--- src/rtl/if_queue_if.sv ---
// Fetch-queue signal bundle: fetch request/stall, memory request/response and
// decode handshake, grouped so the queue and its neighbours share one port.
`ifndef ADDR_W
`define ADDR_W 32
`endif

interface if_queue_if #(
  parameter int ADDR_W = `ADDR_W,
  parameter int DATA_W = 32
);
  logic              i_flush;
  logic [ADDR_W-1:0] i_pc;
  logic              i_instr_req;
  logic              o_stall;
  logic              o_mem_req;
  logic [ADDR_W-1:0] o_mem_addr;
  logic              i_mem_ready;
  logic              i_mem_rvalid;
  logic [DATA_W-1:0] i_mem_rdata;
  logic              o_valid;
  logic [ADDR_W-1:0] o_pc;
  logic [DATA_W-1:0] o_instr;
  logic              i_de_ready;

  modport slave (
    input  i_flush, i_pc, i_instr_req, i_mem_ready, i_mem_rvalid, i_mem_rdata,
           i_de_ready,
    output o_stall, o_mem_req, o_mem_addr, o_valid, o_pc, o_instr
  );

  modport master (
    output i_flush, i_pc, i_instr_req, i_mem_ready, i_mem_rvalid, i_mem_rdata,
           i_de_ready,
    input  o_stall, o_mem_req, o_mem_addr, o_valid, o_pc, o_instr
  );
endinterface

--- src/rtl/if_queue.sv ---
// Instruction fetch queue: allocates fetch PCs, issues them to memory in order,
// buffers responses for decode and drops wrong-path responses after a flush.
`ifndef ADDR_W
`define ADDR_W 32
`endif

module if_queue #(
  parameter int ADDR_W = `ADDR_W,
  parameter int DATA_W = 32,
  parameter int DEPTH  = 4
) (
  input logic       clk,
  input logic       clr,
  if_queue_if.slave q
);
  localparam int IW = $clog2(DEPTH);
  localparam int PW = IW + 1;

  logic [ADDR_W-1:0] pc_mem    [DEPTH];
  logic [DATA_W-1:0] instr_mem [DEPTH];

  // Slot state is implied by pointer order: [head,rsp) DONE, [rsp,iss) ISSUED,
  // [iss,tail) WAIT, everything else FREE.
  logic [PW-1:0] tail, iss, rsp, head;
  logic [PW-1:0] drop_cnt;

  logic [PW-1:0] used;
  logic [PW-1:0] n_issued;
  logic [PW:0]   stall_sum;
  logic          wait_vld;
  logic          done_vld;
  logic          alloc;
  logic          accept;
  logic          rsp_take;
  logic          rsp_drop;
  logic          retire;

  always_comb begin
    used      = tail - head;
    n_issued  = iss - rsp;
    wait_vld  = (iss != tail);
    done_vld  = (rsp != head);
    stall_sum = {1'b0, used} + {1'b0, drop_cnt} + {{PW{1'b0}}, q.i_instr_req};

    alloc    = q.i_instr_req & ~q.i_flush;
    accept   = wait_vld & q.i_mem_ready;
    rsp_drop = q.i_mem_rvalid & (drop_cnt != '0);
    rsp_take = q.i_mem_rvalid & (drop_cnt == '0);
    retire   = done_vld & ~q.i_flush & q.i_de_ready;
  end

  assign q.o_stall    = (stall_sum >= (PW+1)'(DEPTH));
  assign q.o_mem_req  = wait_vld;
  assign q.o_mem_addr = pc_mem[iss[IW-1:0]];
  assign q.o_valid    = done_vld & ~q.i_flush;
  assign q.o_pc       = pc_mem[head[IW-1:0]];
  assign q.o_instr    = instr_mem[head[IW-1:0]];

  // Slot payload: no reset, validity is carried entirely by the pointers.
  always_ff @(posedge clk) begin
    if (alloc)
      pc_mem[tail[IW-1:0]] <= q.i_pc;
    if (rsp_take & ~q.i_flush)
      instr_mem[rsp[IW-1:0]] <= q.i_mem_rdata;
  end

  always_ff @(posedge clk) begin
    if (clr) begin
      tail     <= '0;
      iss      <= '0;
      rsp      <= '0;
      head     <= '0;
      drop_cnt <= '0;
    end else if (q.i_flush) begin
      // Every transaction still outstanding after this edge becomes a drop,
      // including one accepted now; a response arriving now retires one.
      iss      <= tail;
      rsp      <= tail;
      head     <= tail;
      drop_cnt <= drop_cnt + n_issued + PW'(accept) - PW'(q.i_mem_rvalid);
    end else begin
      tail     <= tail + PW'(alloc);
      iss      <= iss + PW'(accept);
      rsp      <= rsp + PW'(rsp_take);
      head     <= head + PW'(retire);
      drop_cnt <= drop_cnt - PW'(rsp_drop);
    end
  end
endmodule

--- src/flat_wrapper.sv ---
// flat-port wrapper written by rule: the top's interface ports become plain ports
module if_queue_flat 
#(
  parameter int ADDR_W = `ADDR_W,
  parameter int DATA_W = 32,
  parameter int DEPTH  = 4
)
  (clk, clr, q_i_flush, q_i_pc, q_i_instr_req, q_i_mem_ready, q_i_mem_rvalid, q_i_mem_rdata, q_i_de_ready, q_o_stall, q_o_mem_req, q_o_mem_addr, q_o_valid, q_o_pc, q_o_instr);
  if_queue_if #(.ADDR_W(ADDR_W), .DATA_W(DATA_W)) q_i ();
  input logic clk;
  input logic clr;
  input wire logic [$bits(q_i.i_flush)-1:0] q_i_flush;
  input wire logic [$bits(q_i.i_pc)-1:0] q_i_pc;
  input wire logic [$bits(q_i.i_instr_req)-1:0] q_i_instr_req;
  input wire logic [$bits(q_i.i_mem_ready)-1:0] q_i_mem_ready;
  input wire logic [$bits(q_i.i_mem_rvalid)-1:0] q_i_mem_rvalid;
  input wire logic [$bits(q_i.i_mem_rdata)-1:0] q_i_mem_rdata;
  input wire logic [$bits(q_i.i_de_ready)-1:0] q_i_de_ready;
  output wire logic [$bits(q_i.o_stall)-1:0] q_o_stall;
  output wire logic [$bits(q_i.o_mem_req)-1:0] q_o_mem_req;
  output wire logic [$bits(q_i.o_mem_addr)-1:0] q_o_mem_addr;
  output wire logic [$bits(q_i.o_valid)-1:0] q_o_valid;
  output wire logic [$bits(q_i.o_pc)-1:0] q_o_pc;
  output wire logic [$bits(q_i.o_instr)-1:0] q_o_instr;
  assign q_i.i_flush = q_i_flush;
  assign q_i.i_pc = q_i_pc;
  assign q_i.i_instr_req = q_i_instr_req;
  assign q_i.i_mem_ready = q_i_mem_ready;
  assign q_i.i_mem_rvalid = q_i_mem_rvalid;
  assign q_i.i_mem_rdata = q_i_mem_rdata;
  assign q_i.i_de_ready = q_i_de_ready;
  assign q_o_stall = q_i.o_stall;
  assign q_o_mem_req = q_i.o_mem_req;
  assign q_o_mem_addr = q_i.o_mem_addr;
  assign q_o_valid = q_i.o_valid;
  assign q_o_pc = q_i.o_pc;
  assign q_o_instr = q_i.o_instr;
  if_queue #(.ADDR_W(ADDR_W), .DATA_W(DATA_W), .DEPTH(DEPTH)) u_core (.clk(clk), .clr(clr), .q(q_i));
endmodule
--- config.mk ---
export PLATFORM = sky130hd
export DESIGN_NAME = if_queue_flat
export DESIGN_NICKNAME = d
export VERILOG_FILES = /design/src/rtl/if_queue_if.sv /design/src/rtl/if_queue.sv /design/src/flat_wrapper.sv
export SDC_FILE = /design/constraint.sdc
export NUM_CORES = 1
export LEC_CHECK = 0
export CAP_MARGIN = 0
export CORE_MARGIN = 2
export CORE_UTILIZATION = 43
export CTS_BUF_LIST = sky130_fd_sc_hd__clkbuf_2
export DETAILED_ROUTE_END_ITERATION = 6
export PLACE_DENSITY_LB_ADDON = 0.1
export SLEW_MARGIN = 20
export SYNTH_ARGS = -nofsm -noshare
export SYNTH_HDL_FRONTEND = slang
export SYNTH_SLANG_ARGS = --single-unit
export TNS_END_PERCENT = 1
--- constraint.sdc ---
create_clock -name clk -period 6.68 [get_ports clk]
set_clock_uncertainty 0.1 [all_clocks]
set_input_delay 1.336 -clock clk [delete_from_list [all_inputs] [get_ports clk]]
set_output_delay 1.336 -clock clk [all_outputs]
set_load 0.01 [all_outputs]
After elaboration in Yosys (flattened, before gate mapping)
Memories as Yosys holds them, arrays and structs flattened. A register that Yosys moved wholly into a read port is not among the register bits.
Index checks and enable logic that the tools add are counted.
{"block": "op_classes", "reduce_logical": 2, "add_sub_neg": 12, "magnitude_cmp": 1, "n_bitwise": 8, "n_mux": 11, "n_eq_ne": 2}
{"operator": "$add A3 B1 Y3", "count": 5}
{"operator": "$mux W3", "count": 4}
{"operator": "$and A1 B1 Y1", "count": 7}
{"operator": "$mux W2", "count": 3}
{"operator": "$ne A3 B3 Y1", "count": 2}
{"operator": "$sub A3 B1 Y3", "count": 2}
{"operator": "$sub A3 B3 Y3", "count": 2}
{"operator": "$add A3 B3 Y4", "count": 1}
{"operator": "$add A4 B1 Y4", "count": 1}
{"operator": "$ge A4 B3 Y1 const B", "count": 1}
{"operator": "$mux W1", "count": 4}
{"operator": "$add A3 B3 Y3", "count": 1}
{"operator": "$logic_not A3 Y1", "count": 1}
{"operator": "$reduce_bool A3 Y1", "count": 1}
{"operator": "$not A1 Y1", "count": 1}
{"block": "word_totals", "regBits": 15, "ram_bits": 256, "word_cells": 43, "mem_count": 2}
{"name": "u_core.instr_mem", "depth": 4, "width": 32, "read_ports": 1, "rd_clocked_by_memory_dff": 1, "write_ports": 1, "line_no": "if_queue.sv:20", "source": "logic [DATA_W-1:0] instr_mem [DEPTH];"}
{"name": "u_core.pc_mem", "depth": 4, "width": 32, "read_ports": 2, "rd_clocked_by_memory_dff": 2, "write_ports": 1, "line_no": "if_queue.sv:19", "source": "logic [ADDR_W-1:0] pc_mem [DEPTH];"}

Logic depth before layout (Yosys ltp)
Gate-level depths: netlist of run 1.
{"block": "logic_depth", "ltp_word": 6, "depth_mapped": 15}

Worst setup path after synthesis of run 1
No wires, ideal clock.
{"block": "synth_path", "path_type": "in2reg", "from": "input port q_i_instr_req", "to": "memory u_core.pc_mem[0][0] (netlist name) (enable)", "arrival_ps": 3982, "setup_slack_ps": 2130, "t_required_ps": 6112, "cell_stages": 2, "path_cell_list": "nor2b_1 > nor3b_1"}
{"block": "synth_between", "elab_chain_cells": 3}
{"item": "start, declared", "line_no": "flat_wrapper.sv:14", "source": "input wire logic [$bits(q_i.i_instr_req)-1:0] q_i_instr_req;"}
{"item": "$and A1 B1 Y1", "line_no": "if_queue.sv:45", "source": "alloc = q.i_instr_req & ~q.i_flush;"}
{"item": "$mux W1", "line_no": "if_queue.sv:61", "source": "if (alloc)"}
{"item": "$mux W1 (implied by the code)", "line_no": "if_queue.sv:62", "source": "pc_mem[tail[IW-1:0]] <= q.i_pc;"}
{"item": "end, declared", "line_no": "if_queue.sv:19"}
No other way between the ends.

Worst setup path in the final report of run 1
{"block": "layout_path", "from": "register u_core.head[0]", "to": "output port q_o_stall"}
{"block": "layout_between", "elab_chain_cells": 4}
{"item": "start, declared", "line_no": "if_queue.sv:24", "source": "logic [PW-1:0] tail, iss, rsp, head;"}
{"item": "start signal, assigned", "line_no": "if_queue.sv:79", "source": "head <= tail;"}
{"item": "start signal, assigned", "line_no": "if_queue.sv:85", "source": "head <= head + PW'(retire);"}
{"item": "$sub A3 B3 Y3", "line_no": "if_queue.sv:39", "source": "used = tail - head;"}
{"item": "$add A3 B3 Y4", "line_no": "if_queue.sv:43", "source": "stall_sum = {1'b0, used} + {1'b0, drop_cnt} + {{PW{1'b0}}, q.i_instr_req};"}
{"item": "$add A4 B1 Y4", "line_no": "if_queue.sv:43"}
{"item": "$ge A4 B3 Y1", "line_no": "if_queue.sv:52", "source": "assign q.o_stall = (stall_sum >= (PW+1)'(DEPTH));"}
{"item": "end, declared", "line_no": "flat_wrapper.sv:19", "source": "output wire logic [$bits(q_i.o_stall)-1:0] q_o_stall;"}
No other way between the ends.

==> impl_summary.log, run 1 <==
[metrics] quantity of hold-fixing buffers added after cts: 0
[metrics] clock tree from TritonCTS: built
[metrics] number of top-level pins: 170
[metrics] total number of yosys warnings: 0
[metrics] number of optimization iterations in the first detailed-route pass: 4
[metrics] vias in the first global route: 6566
[metrics] CTS clock-pin slew for the worst setup and hold paths: 0.09 ns
[metrics] post-detailed-route wirelength per cell: 20.7 microns
[metrics] cell with the largest stage delay on the worst path: dfxtp_4
[metrics] Synth Area in Adders: 0.0267
[metrics] net count of the mapped netlist: 590
[metrics] maximum buffer depth of the clock tree: 3
[metrics] worst-case setup margin in the final layout: 1.67 ns
[metrics] Compound-Gate Fraction of Synth Area: 0.00848
[metrics] DRC violations left: 0
[metrics] unrepaired setup endpoints after global routing: no
[metrics] latest clock arrival within the worst-skew pair: 0.78 ns
[metrics] post-route fraction of the period consumed by the critical path: 0.750
[metrics] filler cell count: 2005
[metrics] chain of cells forming the critical path: ha_1 > inv_1 > fa_1 > xnor2_1 > xnor2_1 > ha_1 > nor3_1 > o21ai_0 > clkdlybuf4s50_1
[metrics] post-placement cell area: 13200 sq um
[metrics] peak per-stage delay on the critical path: 0.74 ns
[metrics] data arrival time at the worst-slack endpoint: 3.58 ns
[metrics] final hold violations: 0
[metrics] WS Path Type: flip-flop to output pin
[metrics] fraction of final layout cells sized beyond drive strength 1: 0.288
[metrics] remaining global-route overflow: 0
[metrics] total wire length: 22600 microns
[metrics] accumulated negative setup slack: 0 ns
[metrics] VDD IR max: 0.000168 V
[metrics] final net count: 815
[metrics] total of buffers placed on input and output ports: 169
[metrics] post-CTS sizing: 0
[metrics] area delta synth->final: 24.6%
[metrics] Seq cells post-synth: 271
[metrics] count of final max-slew check failures: 0
[metrics] pre-CTS worst setup slack: 1.75 ns
[metrics] final critical-path required period: 5.01 ns
[metrics] ANT nets after route: 0
[metrics] area of all placed cells without fillers: 13800 sq um
[metrics] distinct cell type count of the synthesized netlist: 27
[metrics] antenna violations before repair: 2
[metrics] Die Height: 164 microns
[metrics] type of element launching the critical path: flip-flop
[metrics] Placeable Area: 25300 sq um
[metrics] number of max-cap violations: 0
[metrics] Detailed Route Iter0 Violations: 293
[metrics] run status: complete, no violations
[metrics] cell row count: 58
[metrics] first-pass GRT wire length: 34800 microns
[metrics] transition time of the tightest slew-check pin: 1.08 ns
[metrics] Max Clock Freq: 199 MHz
[metrics] average cell area after synthesis: 22.2 sq um
[metrics] buffers inserted during post-CTS setup optimization: 0
[metrics] via count of the routed design: 5701
[metrics] synthesized area: 11100 sq um
[metrics] post-synthesis share of cell area spent on and, or, nand and nor gates: 0.0203
[metrics] worst reg-to-reg setup slack: 2.08 ns
[metrics] number of clock sinks seen by CTS: 271
[metrics] static leakage: 0.00449 uW
[metrics] worst min-delay path class: flip-flop to flip-flop
[metrics] global-route total usage across every layer: 0.173
[metrics] combinational family with the most area after synthesis: multiplexers
[metrics] worst-case headroom to the max-slew limit: 0.277
[metrics] power density relative to cell area: 256 nW/um^2
[metrics] share of the synthesized netlist area taken by xor and xnor gates: 0.0119
[metrics] final setup violation count: 0
[metrics] Detail Placement HPWL: 13300 microns
[metrics] routability cong.: 0.732
[metrics] post-synthesis sequential area ratio: 0.722
[metrics] Crit Path Max Fanout: 29
[metrics] die area: 27000 sq um
[metrics] Data required, critical path: 5.24 ns
[metrics] CTS Root Buffer Type: clkbuf_2
[metrics] mux contribution to synthesized area: 0.195
[metrics] H-Tree Depth: 3
[metrics] Num CTS Buffers: 70
[metrics] average vias per placed instance: 5.23
[metrics] Post-Syn Instances: 499
[metrics] DIE WIDTH: 164 microns
[metrics] starting utilization of the core area: 0.438
[metrics] endpoint kind of the worst setup timing path: output pin
[metrics] largest net degree at the start of global routing: 67
## where the power goes
part           switching, uW  internal, uW
logic                    213           269
clock network            609           491
registers               32.5          1920
total                    854          2680
## final cells by class
| type | instances | area (sq um) | share of cell area |
|---|---|---|---|
| antenna | 3 | 7.51 | 0.000544 |
| tap | 330 | 413 | 0.0299 |
| inverter | 15 | 56.3 | 0.00408 |
| multi-input combinational | 188 | 2940 | 0.213 |
| clock inverter | 11 | 125 | 0.00907 |
| timing repair buffer | 178 | 1780 | 0.129 |
| clock buffer | 95 | 475 | 0.0345 |
| sequential | 271 | 8000 | 0.580 |
## critical path, delay by kind of cell (launching register included)
kind                       cells  cell delay, ns
xor gates and xnor gates       2            0.34
DFF                            1            0.74
and+or+nand+nor                1            0.17
adders and majority gates      3            0.87
AOI/OAI and AO/OA              1            0.13
buffers and inverters          2            0.55
## cell usage in the layout (no fill, tap or decap), types with 2 or more instances in the layout
cell type	synthesis	final
edfxtp_1	256	256
clkdlybuf4s50_1	0	169
mux4_2	96	96
clkbuf_2	0	95
inv_1	15	15
ha_1	14	14
a21oi_1	12	12
xnor2_1	11	11
dfxtp_1	15	11
nand2b_1	9	9
buf_4	0	8
nor2_1	8	7
fa_1	6	6
clkinv_1	0	5
nor3_2	0	4
xor2_1	4	4
diode_2	0	3
and2_1	3	3
nand2_1	3	3
o21a_1	3	3
bufinv_16	0	3
nand3_1	2	2
nor3_1	6	2
nor2b_1	2	2
and3_2	0	2
nor4b_1	2	2
inv_2	0	2
dfxtp_4	0	2
dfxtp_2	0	2
## worst paths after layout
path                                                   from                            end  depth (start not counted)
worst max-delay path              u_core.head[0]$_SDFF_PP0_                      q_o_stall                          9
worst min-delay path            u_core.tail[2]$_SDFFE_PP0N_    u_core.tail[2]$_SDFFE_PP0N_                          2
worst max register to register     u_core.iss[1]$_SDFF_PP0_  u_core.drop_cnt[2]$_SDFF_PP0_                         13
worst min register to register  u_core.tail[2]$_SDFFE_PP0N_    u_core.tail[2]$_SDFFE_PP0N_                          2
## registers in the layout, indices dropped and copies added (netlist names)
signal            cells
u_core.iss            3
u_core.rsp            3
u_core.tail           3
u_core.head           3
u_core.instr_mem    128
u_core.drop_cnt       3
u_core.pc_mem       128
## layer usage
| metal | up-vias | share of wire | track usage |
|---|---|---|---|
| li1 | 2569 | - | - |
| met1 | 2906 | 0.39 | 0.207 |
| met2 | 195 | 0.51 | 0.293 |
| met3 | 31 | 0.078 | 0.0558 |
| met4 | 0 | 0.015 | 0.0680 |
| met5 | - | 0 | 0 |
## cells in the mapped netlist, drive strengths merged
library cell	instances	share of area
nand2b	9	0.0051
nor4b	2	0.0016
nand4b	1	0.00079
and3	2	0.0011
fa	6	0.011
or4b	1	0.00090
a21oi	12	0.0054
inv	15	0.0051
nand2	3	0.0010
nand3	2	0.00090
nor2	8	0.0027
ha	14	0.016
buf	14	0.0069
dfxtp	15	0.027
nor3	6	0.0027
xor2	4	0.0032
and2	3	0.0017
mux4	96	0.20
nor3b	1	0.00068
clkbuf	11	0.0037
a31oi	1	0.00057
nor2b	2	0.0011
xnor2	11	0.0087
o21ai	1	0.00045
edfxtp	256	0.69
o21a	3	0.0020
## logic make-up after synthesis
| group | Yosys count |
|---|---|
| AO/OA/AOI/OAI | 17 |
| XOR/XNOR | 15 |
| adder cells (fa/ha/maj) | 20 |
| buffers and inverters | 40 |
| flip-flops | 271 |
| multiplexers | 96 |
| AND/OR/NAND/NOR | 40 |
## stage by stage
| stage | hold WS (ns) | cells | total power, uW | util |
|---|---|---|---|---|
| 2_1_floorplan | 0.420 | 499 | 2230 | - |
| 6_report | 0.485 | 1091 | 3530 | 0.546 |
| 3_5_place_dp | 0.466 | 982 | 2480 | 0.522 |
| 5_1_grt | 0.534 | 1090 | 3730 | 0.546 |
| 3_3_place_gp | 0.455 | 981 | 2470 | 0.521 |
| 4_1_cts | 0.490 | 1088 | 3600 | 0.546 |
Power figures use the tool's default switching activity.
==> run 2: changes to the inputs <==
==> constraint.sdc (replaced) <==
create_clock -name clk -period 4.7 [get_ports clk]
set_clock_uncertainty 0.1 [all_clocks]
set_input_delay 0.94 -clock clk [delete_from_list [all_inputs] [get_ports clk]]
set_output_delay 0.94 -clock clk [all_outputs]
set_load 0.01 [all_outputs]
==> run 2 against run 1 <==
Combinational power is 44% higher. Die area is the same. Sequential cell count is the same. Worst setup slack got worse by 1.2 ns. Sequential power increased by 42%. Largest cell class unchanged. First-iteration DRC count rose by 20%. Critical path type unchanged. Core utilization up 0.19 points. Largest power group unchanged.
==> impl_summary.log, run 2 (same netlist as run 1, synthesis figures left out) <==
[metrics] critical path buffer and inverter count: 3
[metrics] number of clock sinks seen by CTS: 271
[metrics] H-Tree Depth: 3
[metrics] remaining global-route overflow: 0
[metrics] Combinational Power Share: 0.138
[metrics] fraction of final layout cells sized beyond drive strength 1: 0.295
[metrics] final hold violations: 0
[metrics] power density relative to cell area: 362 nW/um^2
[metrics] VDD IR max: 0.000239 V
[metrics] DIE WIDTH: 164 microns
[metrics] switching part of the total: 0.246
[metrics] number of top-level pins: 170
[metrics] starting utilization of the core area: 0.438
[metrics] ANT nets after route: 0
[metrics] total of buffers placed on input and output ports: 169
[metrics] switching power summed over all nets: 1230 uW
[metrics] final net count: 821
[metrics] area of all placed cells without fillers: 13800 sq um
[metrics] worst min-delay path class: flip-flop to flip-flop
[metrics] global-route total usage across every layer: 0.172
[metrics] clock tree from TritonCTS: built
[metrics] unrepaired setup endpoints after global routing: no
[metrics] Overall Power: 5010 uW
[metrics] peak per-stage delay on the critical path: 0.49 ns
[metrics] post-placement cell area: 13200 sq um
[metrics] final critical-path required period: 4.22 ns
[metrics] Crit Path Max Fanout: 7
[metrics] number of max-cap violations: 0
[metrics] final setup violation count: 0
[metrics] quantity of hold-fixing buffers added after cts: 0
[metrics] worst-case headroom to the max-slew limit: 0.303
[metrics] Detail Placement HPWL: 13200 microns
[metrics] part of the power in registers: 0.552
[metrics] buffers inserted during post-CTS setup optimization: 0
[metrics] vias in the first global route: 6433
[metrics] internal power of the cells: 3780 uW
[metrics] Max Clock Freq: 237 MHz
[metrics] Detailed Route Iter0 Violations: 351
[metrics] cell with the largest stage delay on the worst path: clkdlybuf4s50_1
[metrics] post-layout utilization of the core: 0.548
[metrics] type of element launching the critical path: flip-flop
[metrics] top library cells by usage in the layout, fill and taps aside: edfxtp_1 (256), clkdlybuf4s50_1 (169), clkbuf_2 (99), mux4_2 (96), inv_1 (15)
[metrics] kind of cell with the highest combined delay on the critical path: adder cells
[metrics] most common cell after layout, fill and taps aside: edfxtp_1
[metrics] DRC violations left: 0
[metrics] Data required, critical path: 3.66 ns
[metrics] cell row count: 58
[metrics] area delta synth->final: 25.1%
[metrics] Num CTS Buffers: 70
[metrics] number of optimization iterations in the first detailed-route pass: 4
[metrics] maximum buffer depth of the clock tree: 3
[metrics] Die Height: 164 microns
[metrics] average vias per placed instance: 5.22
[metrics] endpoint kind of the worst setup timing path: output pin
[metrics] WS Path Type: flip-flop to output pin
[metrics] latest clock arrival within the worst-skew pair: 0.77 ns
[metrics] Clk network pwr share: 0.310
[metrics] die area: 27000 sq um
[metrics] post-route fraction of the period consumed by the critical path: 0.897
[metrics] total wire length: 22400 microns
[metrics] count of final max-slew check failures: 0
[metrics] largest net degree at the start of global routing: 67
[metrics] via count of the routed design: 5759
[metrics] post-detailed-route wirelength per cell: 20.3 microns
[metrics] pre-CTS worst setup slack: 0.156 ns
[metrics] antenna violations before repair: 2
[metrics] chain of cells forming the critical path: inv_1 > ha_1 > inv_1 > fa_1 > xnor2_1 > xnor2_1 > ha_1 > nor3_1 > o21ai_0 > clkdlybuf4s50_1
[metrics] static leakage: 0.00453 uW
[metrics] reg-to-reg startpoint: u_core.tail[1]$_SDFFE_PP0N_
[metrics] run status: complete, no violations
[metrics] launch point of the critical path: u_core.tail[0]$_SDFFE_PP0N_
[metrics] CTS Root Buffer Type: clkbuf_2
[metrics] post-CTS sizing: 0
[metrics] first-pass GRT wire length: 34300 microns
[metrics] data arrival time at the worst-slack endpoint: 3.18 ns
[metrics] worst-case setup margin in the final layout: 0.483 ns
[metrics] transition time of the tightest slew-check pin: 1.05 ns
[metrics] launch point of the worst hold path: u_core.drop_cnt[2]$_SDFF_PP0_
[metrics] routability cong.: 0.747
[metrics] accumulated negative setup slack: 0 ns
[metrics] Placeable Area: 25300 sq um
[metrics] CTS clock-pin slew for the worst setup and hold paths: 0.09 ns
## run 2: changes by cell type in the layout (fill, tap and decap cells not counted)
cell	delta
clkinv_1	+4
diode_2	-1
buf_4	+6
bufinv_16	-1
buf_12	+1
buf_16	-1
clkbuf_2	+4
clkinvlp_4	+1
## run 2: final timing paths
check	endpoint	slack, ns	depth (start not counted)
setup / recovery	q_o_stall	0.48	10
hold / removal	u_core.drop_cnt[2]$_SDFF_PP0_	0.49	2
setup reg to reg	u_core.drop_cnt[2]$_SDFF_PP0_	0.63	13
hold reg to reg	u_core.drop_cnt[2]$_SDFF_PP0_	0.49	2
## run 2: power groups by stage
stage,Sequential [uW],Combinational (uW),Clock (uW)
final,2770,694,1550
after global placement,2820,692,0
after detailed placement,2820,704,0
after floorplan,2820,355,0
after global routing,2780,757,1750
after CTS,2770,708,1630
## run 2: metal layers
layer | global-route usage | vias up | share of wire
li1 | - | 2586 | -
met1 | 0.203 | 2926 | 0.39
met2 | 0.291 | 204 | 0.51
met3 | 0.0560 | 43 | 0.084
met4 | 0.0684 | 0 | 0.021
met5 | 0 | - | 0
## run 2: per-stage QoR
stage	cells	hold WS, ns
after floorplan	499	0.420
after global placement	988	0.454
after detailed placement	988	0.473
after CTS	1102	0.488
after global routing	1104	0.538
final	1104	0.493
## run 2: worst min-delay path, cell delays in order (launching register included)
cell and delay [ns]:
dfxtp_1 0.37, nand4b_1 0.12, nand3_1 0.06
## run 2: final cells by class
class / count / area (sq um)
diodes: 2 / 5.00
clock buffers: 99 / 495
clock inverters: 15 / 118
fillers: 2092 / 11400
inverters: 15 / 56.3
multi-input cells: 188 / 2940
flip-flops and latches: 271 / 8000
well taps: 330 / 413
repair buffers: 184 / 1820
==> run 3: changes to the inputs <==
--- a/config.mk
+++ b/config.mk
@@ -15,4 +15,4 @@
 export SYNTH_ARGS = -nofsm -noshare
 export SYNTH_HDL_FRONTEND = slang
 export SYNTH_SLANG_ARGS = --single-unit
-export TNS_END_PERCENT = 1
+export TNS_END_PERCENT = 5
==> results of run 3 <==
Final layout, timing and power as in run 2 (identical DEF).
